<file path="src/rtl/fib_pkg.sv">
// Shared types and default sizes for the Fibonacci sequencer.
package fib_pkg;

   typedef enum logic [1:0] {
      IDLE = 2'd0,
      EMIT = 2'd1,
      DONE = 2'd2
   } fib_state_e;

   localparam int FIB_WIDTH = 8;
   localparam int FIB_CNT_W = 5;

endpackage

</file>
<file path="src/rtl/fib_core.sv">
// Fibonacci datapath: prev/cur pair, cleared to (1,0) and advanced one term per step.
module fib_core
   import fib_pkg::*;
#(
   parameter int WIDTH = FIB_WIDTH
) (
   input  logic             clk,
   input  logic             rst_n,
   input  logic             clr,
   input  logic             step,
   output logic [WIDTH-1:0] cur,
   output logic             nxt_carry
);

   logic [WIDTH-1:0] prev_reg;
   logic [WIDTH-1:0] cur_reg;
   logic [WIDTH:0]   sum_next;

   // One extra bit so a carry out of WIDTH bits is visible before it is committed.
   assign sum_next  = {1'b0, prev_reg} + {1'b0, cur_reg};
   assign nxt_carry = sum_next[WIDTH];
   assign cur       = cur_reg;

   always_ff @(posedge clk or negedge rst_n) begin
      if (!rst_n) begin
         prev_reg <= WIDTH'(1);
         cur_reg  <= '0;
      end else if (clr) begin
         prev_reg <= WIDTH'(1);
         cur_reg  <= '0;
      end else if (step) begin
         prev_reg <= cur_reg;
         cur_reg  <= sum_next[WIDTH-1:0];
      end
   end

endmodule

</file>
<file path="src/rtl/fib_seq_ctrl.sv">
// Start/done sequencer streaming Fibonacci terms over valid/ready; stops early on overflow.
// Define FIB_INDEX_OUT_EN to add the term_idx output (zero-based index of the current term).
module fib_seq_ctrl
   import fib_pkg::*;
#(
   parameter int WIDTH = FIB_WIDTH,
   parameter int CNT_W = FIB_CNT_W
) (
   input  logic             clk,
   input  logic             rst_n,
   input  logic             start,
   input  logic [CNT_W-1:0] n_terms,
   output logic [WIDTH-1:0] term,
   output logic             term_valid,
   input  logic             term_ready,
   output logic             busy,
   output logic             done,
`ifdef FIB_INDEX_OUT_EN
   output logic             ovf,
   output logic [CNT_W-1:0] term_idx
`else
   output logic             ovf
`endif
);

   fib_state_e       state_reg;
   logic [CNT_W-1:0] remaining_reg;
   logic             valid_reg;
   logic             done_reg;
   logic             ovf_reg;
   logic             nxt_carry;
   logic             handshake;
   logic             last_term;
   logic             core_clr;
   logic             core_step;

   assign handshake = (state_reg == EMIT) && valid_reg && term_ready;
   assign last_term = (remaining_reg == CNT_W'(1));
   assign core_clr  = (state_reg == IDLE) && start;
   // The last term never advances the datapath, so an overflow there is harmless.
   assign core_step = handshake && !last_term && !nxt_carry;

   fib_core #(
      .WIDTH(WIDTH)
   ) u_core (
      .clk      (clk),
      .rst_n    (rst_n),
      .clr      (core_clr),
      .step     (core_step),
      .cur      (term),
      .nxt_carry(nxt_carry)
   );

   always_ff @(posedge clk or negedge rst_n) begin
      if (!rst_n) begin
         state_reg     <= IDLE;
         remaining_reg <= '0;
         valid_reg     <= 1'b0;
         done_reg      <= 1'b0;
         ovf_reg       <= 1'b0;
      end else begin
         done_reg <= 1'b0;
         case (state_reg)
            IDLE: begin
               if (start) begin
                  ovf_reg <= 1'b0;
                  if (n_terms != '0) begin
                     state_reg     <= EMIT;
                     remaining_reg <= n_terms;
                     valid_reg     <= 1'b1;
                  end else begin
                     state_reg <= DONE;
                     done_reg  <= 1'b1;
                  end
               end
            end
            EMIT: begin
               if (handshake) begin
                  if (last_term) begin
                     state_reg <= DONE;
                     valid_reg <= 1'b0;
                     done_reg  <= 1'b1;
                  end else if (nxt_carry) begin
                     state_reg <= DONE;
                     valid_reg <= 1'b0;
                     done_reg  <= 1'b1;
                     ovf_reg   <= 1'b1;
                  end else begin
                     remaining_reg <= remaining_reg - CNT_W'(1);
                  end
               end
            end
            DONE: begin
               state_reg <= IDLE;
            end
            default: begin
               state_reg <= IDLE;
               valid_reg <= 1'b0;
            end
         endcase
      end
   end

   assign term_valid = valid_reg;
   assign done       = done_reg;
   assign ovf        = ovf_reg;
   assign busy       = (state_reg != IDLE);

`ifdef FIB_INDEX_OUT_EN
   logic [CNT_W-1:0] idx_reg;

   always_ff @(posedge clk or negedge rst_n) begin
      if (!rst_n) begin
         idx_reg <= '0;
      end else if (state_reg != EMIT) begin
         idx_reg <= '0;
      end else if (core_step) begin
         idx_reg <= idx_reg + CNT_W'(1);
      end
   end

   assign term_idx = idx_reg;
`else
   // Without the index option there is no index register to keep.
`endif

endmodule

</file>
<file path="config.mk">
export PLATFORM = sky130hd
export DESIGN_NAME = fib_seq_ctrl
export DESIGN_NICKNAME = d
export VERILOG_FILES = /design/src/rtl/fib_pkg.sv /design/src/rtl/fib_core.sv /design/src/rtl/fib_seq_ctrl.sv
export SDC_FILE = /design/constraint.sdc
export NUM_CORES = 1
export LEC_CHECK = 0
export CAP_MARGIN = 40
export CORE_MARGIN = 5
export CORE_UTILIZATION = 49
export DETAILED_ROUTE_END_ITERATION = 7
export PLACE_DENSITY = 0.86
export SLEW_MARGIN = 5
export SYNTH_ARGS = -nofsm -noshare
export SYNTH_HDL_FRONTEND = slang
export SYNTH_HIERARCHICAL = 1
export SYNTH_SLANG_ARGS = --single-unit
</file>
<file path="constraint.sdc">
create_clock -name clk -period 2.55 [get_ports clk]
set_input_delay 0.765 -clock clk [delete_from_list [all_inputs] [get_ports clk]]
set_output_delay 0.765 -clock clk [all_outputs]
set_load 0.01 [all_outputs]
</file>
==> results.cfg, run 1 <==
[run_status]
status = complete, no violations

[setup_path]
cp_max_fo = 7
cp.arrival_ns = 2.72
reg2reg_to = u_core/cur[7]
endpoint_kind = register
critPathRequiredTime_ns = 2.77
crit-reg2reg-launch = u_core/cur[0]
critPathLaunchType = register
reg2reg_depth = 14
crit_type = register to register
rrSetupSlack_ns = 0.06

[global_routing]
use_met2 = 0.264
grt_pass1_wl_mm = 5.68
antenna_found_initial = 0
gr-total-overflow = 0
grtUsageMet1 = 0.228
grt_use_total = 0.164
first_global_vias = 1247
grt_max_degree = 27
grt_use_met3 = 0.0150
top_usage_layer = met2

[layout]
finish.instance_area_um2 = 2100
layout.nets = 218
num-fill-cells = 265
drive_gt1_frac = 0.249
syn_to_final_growth_pct = 28.5
antenna_cells = 0
fin_cells = 243
fin_util = 0.638

[clock_tree]
h-tree-depth = 1
cts_tree = done
clockBufferDepth = 2
clkTransAtPathRegs_ns = 0.14
clockRootBuffer = clkbuf_4
clkSinkCount = 26
numCtsBuffers = 3
insertion_delay_ns = 0.32

[synthesis]
syn_area_um2 = 1630
yosysTopAreaCell = dfrtp_1
synth_area_leaders = dfrtp_1 (38%), mux2i_1 (8.0%), ha_1 (7.7%), nor2_1 (6.2%), a2bb2oi_2 (2.8%)
synth.avg_cell_area_um2 = 10.1
synth_ff_type = dfrtp_1
ys_seq_area_frac = 0.400
synth.most_common_cell = nor2_1
synth-edff-count = 0
async_flop_share = 1.00
synthTopCellsByCount = nor2_1 (27), dfrtp_1 (25), mux2i_1 (13), ha_1 (10), inv_1 (10)
synthesis.nets = 182
ys_warn_count = 6
ys_seq_elements = 26
netlist.area_leader.share = 0.383
yosysUniqueCellTypes = 46
synthCells = 162

[placed_design]
gp_congestion = 0.848
dpl.cell_count = 232
dpl-instance-area_um2 = 1950
dp_hpwl_mm = 2.49
portBuffers = 20

[hold_path]
hold_start = u_core/prev_reg[2]
min_to = u_core/prev_reg[2]
hold_depth = 2
holdCritPathClass = register to register

[floorplan]
initial_core_util = 0.497
dieArea_um2 = 4580
die_w_um = 67.7
ios = 21
rows = 21
core_um2 = 3280
die_y_um = 67.7

[sta]
slew_headroom = 0.711
max_freq_ghz = 0.401
finalCritPeriodShare = 0.978
hold_violations = 0
skew_ns = 0.000947
tightest_slew_ns = 0.433
drv_slew = 0
hold_slack_ns = 0.558
setup_violations = 0
layout_min_cycle_time_ns = 2.49

[detailed_routing]
firstDrtPassIters = 4
wire_per_inst_um = 14.9
drc = 0
vias = 1332
ant_nets = 0
routed_wl_mm = 3.62
drt_iter0_drc = 82
route.detailed.vias_per_inst = 5.48

[pwr]
p_total_mw = 2.95
vdd_drop_max_v = 0.000881
p_per_area_nw_per_um2 = 1410
p_leak_nw = 0.921

[flow_run]
maxCapViolCount = 0
layout by cell type (no fill, tap or decap), types with 3 or more instances in the layout:
| master | instances |
|---|---|
| nor2_2 | 4 |
| nand2_1 | 7 |
| a21oi_2 | 3 |
| inv_2 | 3 |
| nor3_1 | 3 |
| xnor2_1 | 4 |
| a2bb2oi_2 | 3 |
| dfrtp_1 | 24 |
| ha_1 | 9 |
| inv_1 | 8 |
| a21oi_1 | 6 |
| clkbuf_4 | 3 |
| o21ai_0 | 7 |
| mux2i_1 | 13 |
| buf_4 | 13 |
| nor2_1 | 25 |
| clkdlybuf4s50_1 | 20 |
power by group:
| part | total (mW) | switching, mW | internal [mW] |
|---|---|---|---|
| logic | 1.88 | 0.957 | 0.928 |
| registers | 0.787 | 0.183 | 0.603 |
| clock network | 0.281 | 0.122 | 0.159 |
cell families (layout without fill, tap and decap cells):
| family | after synthesis | count (layout) | synth area share |
|---|---|---|---|
| simple gates | 50 | 50 | 0.156 |
| compound gates | 41 | 41 | 0.202 |
| flops | 26 | 26 | 0.400 |
| buf+inv | 16 | 51 | 0.0468 |
| mux | 13 | 13 | 0.0798 |
| fa+ha+maj | 11 | 11 | 0.0890 |
| xor+xnor | 5 | 5 | 0.0268 |
how the worst max path moves through the flow:
stage / from / endpoint / slack (ns) / cells after the start
6_report: u_core/cur[0] / u_core/cur[7] / 0.06 / 14
5_1_grt: u_core/cur[0] / u_core/cur[2] / -0.02 / 12
4_1_cts: u_core/prev_reg[0] / u_core/cur[5] / 0.02 / 11
3_5_place_dp: term_ready / u_core/cur[7] / -0.02 / 9
3_3_place_gp: term_ready / u_core/cur[5] / 0.04 / 7
2_1_floorplan: u_core/cur[0] / u_core/cur[5] / 0.02 / 14
critical path, stage by stage, from the launching register on:
cell and delay (ns):
dfrtp_2 0.45, ha_4 0.18, inv_2 0.06, fa_2 0.20, nand2b_4 0.13, a21oi_4 0.06
o31ai_4 0.26, o21ai_2 0.12, or3_4 0.44, inv_8 0.10, inv_2 0.05, nand2_1 0.07
o21ai_0 0.09, mux2i_1 0.14, nor2_1 0.05
layout make-up:
class,instances,area (um2),share of cell area
Clock inverter,1,30.0,0.0143
Tap cell,46,57.6,0.0275
Multi-Input combinational cell,120,960,0.458
Timing Repair Buffer,35,320,0.153
Inverter,12,52.6,0.0251
Clock buffer,3,22.5,0.0107
Sequential cell,26,653,0.312
metrics by stage:
| step | worst slack (ns) | TNS (ns) |
|---|---|---|
| after floorplan | 0.0192 | 0 |
| after global placement | 0.0441 | 0 |
| after detailed placement | -0.0197 | -0.0226 |
| after CTS | 0.0220 | 0 |
| after global routing | -0.0193 | -0.0538 |
| final | 0.0557 | 0 |
timing repair:
action	4_1_cts	5_1_grt
pin swaps	0	6
gates resized for setup	2	9
gates cloned	0	0
hold buffers	0	0
setup buffers	0	7
endpoints found under the setup margin	8	14
per-layer routing:
layer / vias up / wire length (um)
met5: - / 0
met4: 0 / 53
met3: 6 / 116
met2: 32 / 1800
met1: 649 / 1660
li1: 645 / -
(Power assumes the default switching activity.)
==> run 2, diff against run 1 <==
Settings changed: CORE_ASPECT_RATIO set to 0.6.
==> results.cfg, run 2 (synthesis gave the netlist of run 1 again) <==
[clock_tree]
insertion_delay_ns = 0.28
cts_tree = done
clkSinkCount = 26
clockBufferDepth = 2
clockRootBuffer = clkbuf_8
numCtsBuffers = 3
clkTransAtPathRegs_ns = 0.11
h-tree-depth = 1
ctsHoldBuffers = 0

[hold_path]
hold_depth = 2
holdCritPathClass = register to register
hold_start = u_core/prev_reg[7]

[detailed_routing]
ant_nets = 0
vias = 1362
wire_per_inst_um = 16.8
drt_iter0_drc = 143
drc = 0
route.detailed.vias_per_inst = 5.75
routed_wl_mm = 3.98
firstDrtPassIters = 4

[layout]
layout_common_cells = nor2_1 (27), dfrtp_1 (24), clkdlybuf4s50_1 (20), mux2i_1 (12), buf_4 (10)
final_common_cell = nor2_1
finish.instance_area_um2 = 2060
antenna_cells = 0
layout.nets = 213
multi_input_comb_area_um2 = 958
num-fill-cells = 222
drive_gt1_frac = 0.219
regArea_um2 = 653
syn_to_final_growth_pct = 26.4

[setup_path]
crit_start = u_core/prev_reg[0]
critPathRequiredTime_ns = 2.76
crit_type = register to register
reg2reg_depth = 12
endpoint_kind = register
cp_max_fo = 5
cp.arrival_ns = 2.75
critPathLaunchType = register
crit-reg2reg-launch = u_core/prev_reg[0]

[placed_design]
pre_cts_ws_ns = -0.0909
dpl-instance-area_um2 = 1950
dp_hpwl_mm = 2.92
portBuffers = 20
gp_congestion = 0.851

[pwr]
p_leak_nw = 0.900
p_per_area_nw_per_um2 = 1420
vdd_drop_max_v = 0.000750

[floorplan]
die_w_um = 84.5
rows = 16
core_um2 = 3220
initial_core_util = 0.506
ios = 21
dieArea_um2 = 4620
die_y_um = 54.7

[flow_run]
maxCapViolCount = 0

[sta]
hold_violations = 0
layout_min_cycle_time_ns = 2.54
fin_ws_ns = 0.00885
skew_ns = 0.0204
finalCritPeriodShare = 0.997
hold_slack_ns = 0.543
slew_headroom = 0.663
tightest_slew_ns = 0.504
setup_violations = 0
rsz0062_at_grt = true
drv_slew = 0
max_freq_ghz = 0.394

[global_routing]
first_global_vias = 1350
grt_use_total = 0.182
grt_max_degree = 17
grt_pass1_wl_mm = 6.55
gr-total-overflow = 0
antenna_found_initial = 0

[run_status]
status = complete, no violations
## run 2: cell types whose count changed in the layout (fill, tap and decap cells not counted), sizes merged
cell | previous run | this run
buf | 15 | 10
## run 2: final timing paths
path,end,slack [ns]
setup / recovery,u_core/cur[5],0.009
hold / removal,u_core/prev_reg[7],0.54
setup reg to reg,u_core/cur[5],0.009
hold reg to reg,u_core/prev_reg[7],0.54
max in group asynchronous,u_core/prev_reg[0],1.48
min in group asynchronous,u_core/prev_reg[1],0.81
## run 2: metrics by stage
stage	setup TNS (ns)	power, mW	instances	utilization
floorplan	0	2.03	162	-
finish	0	2.93	237	0.640
global route	-0.0947	3.14	237	0.640
global placement	0	2.39	231	0.606
detailed placement	-0.0909	2.49	231	0.606
CTS	0	2.90	237	0.638
## run 2: repair_timing
action	4_1_cts	5_1_grt
setup endpoints to repair	1	5
pin swaps	2	3
buffers inserted	2	0
cloned	0	0
gates resized for setup	2	3
## run 2: area by class of cell
cell class / instances / area share
flip-flops and latches: 26 / 0.317
multi-input cells: 120 / 0.465
well taps: 45 / 0.0273
clock inverters: 1 / 0.0146
inverters: 12 / 0.0231
clock buffers: 3 / 0.0200
repair buffers: 30 / 0.133
## run 2: critical path: stages (launching register included)
cell and delay [ns]:
dfstp_2 0.56, ha_4 0.14, inv_1 0.05, fa_2 0.34, nand2b_4 0.16, a21oi_4 0.18
o31ai_4 0.08, o21ai_2 0.16, or3_4 0.17, inv_4 0.05, buf_4 0.16, a2111oi_4 0.30
a31o_1 0.14
## run 2: routing by layer
layer | up-vias | wire length, um | global-route usage
met5 | - | 0 | 0
met4 | 0 | 48 | 0.0500
met3 | 4 | 166 | 0.0316
met2 | 35 | 1940 | 0.319
met1 | 689 | 1830 | 0.237
li1 | 634 | - | -
## run 2: report_power, final
group          switching, mW  internal [mW]
Clock                  0.137          0.210
Combinational          0.939          0.852
Sequential             0.190          0.605
Total                   1.27           1.67
==> run 3, diff against run 2 <==
Settings changed: CTS_CLUSTER_SIZE set to 8.
==> results of run 3 <==
Same layout as run 2: the final DEF is identical, and so are final timing and power.
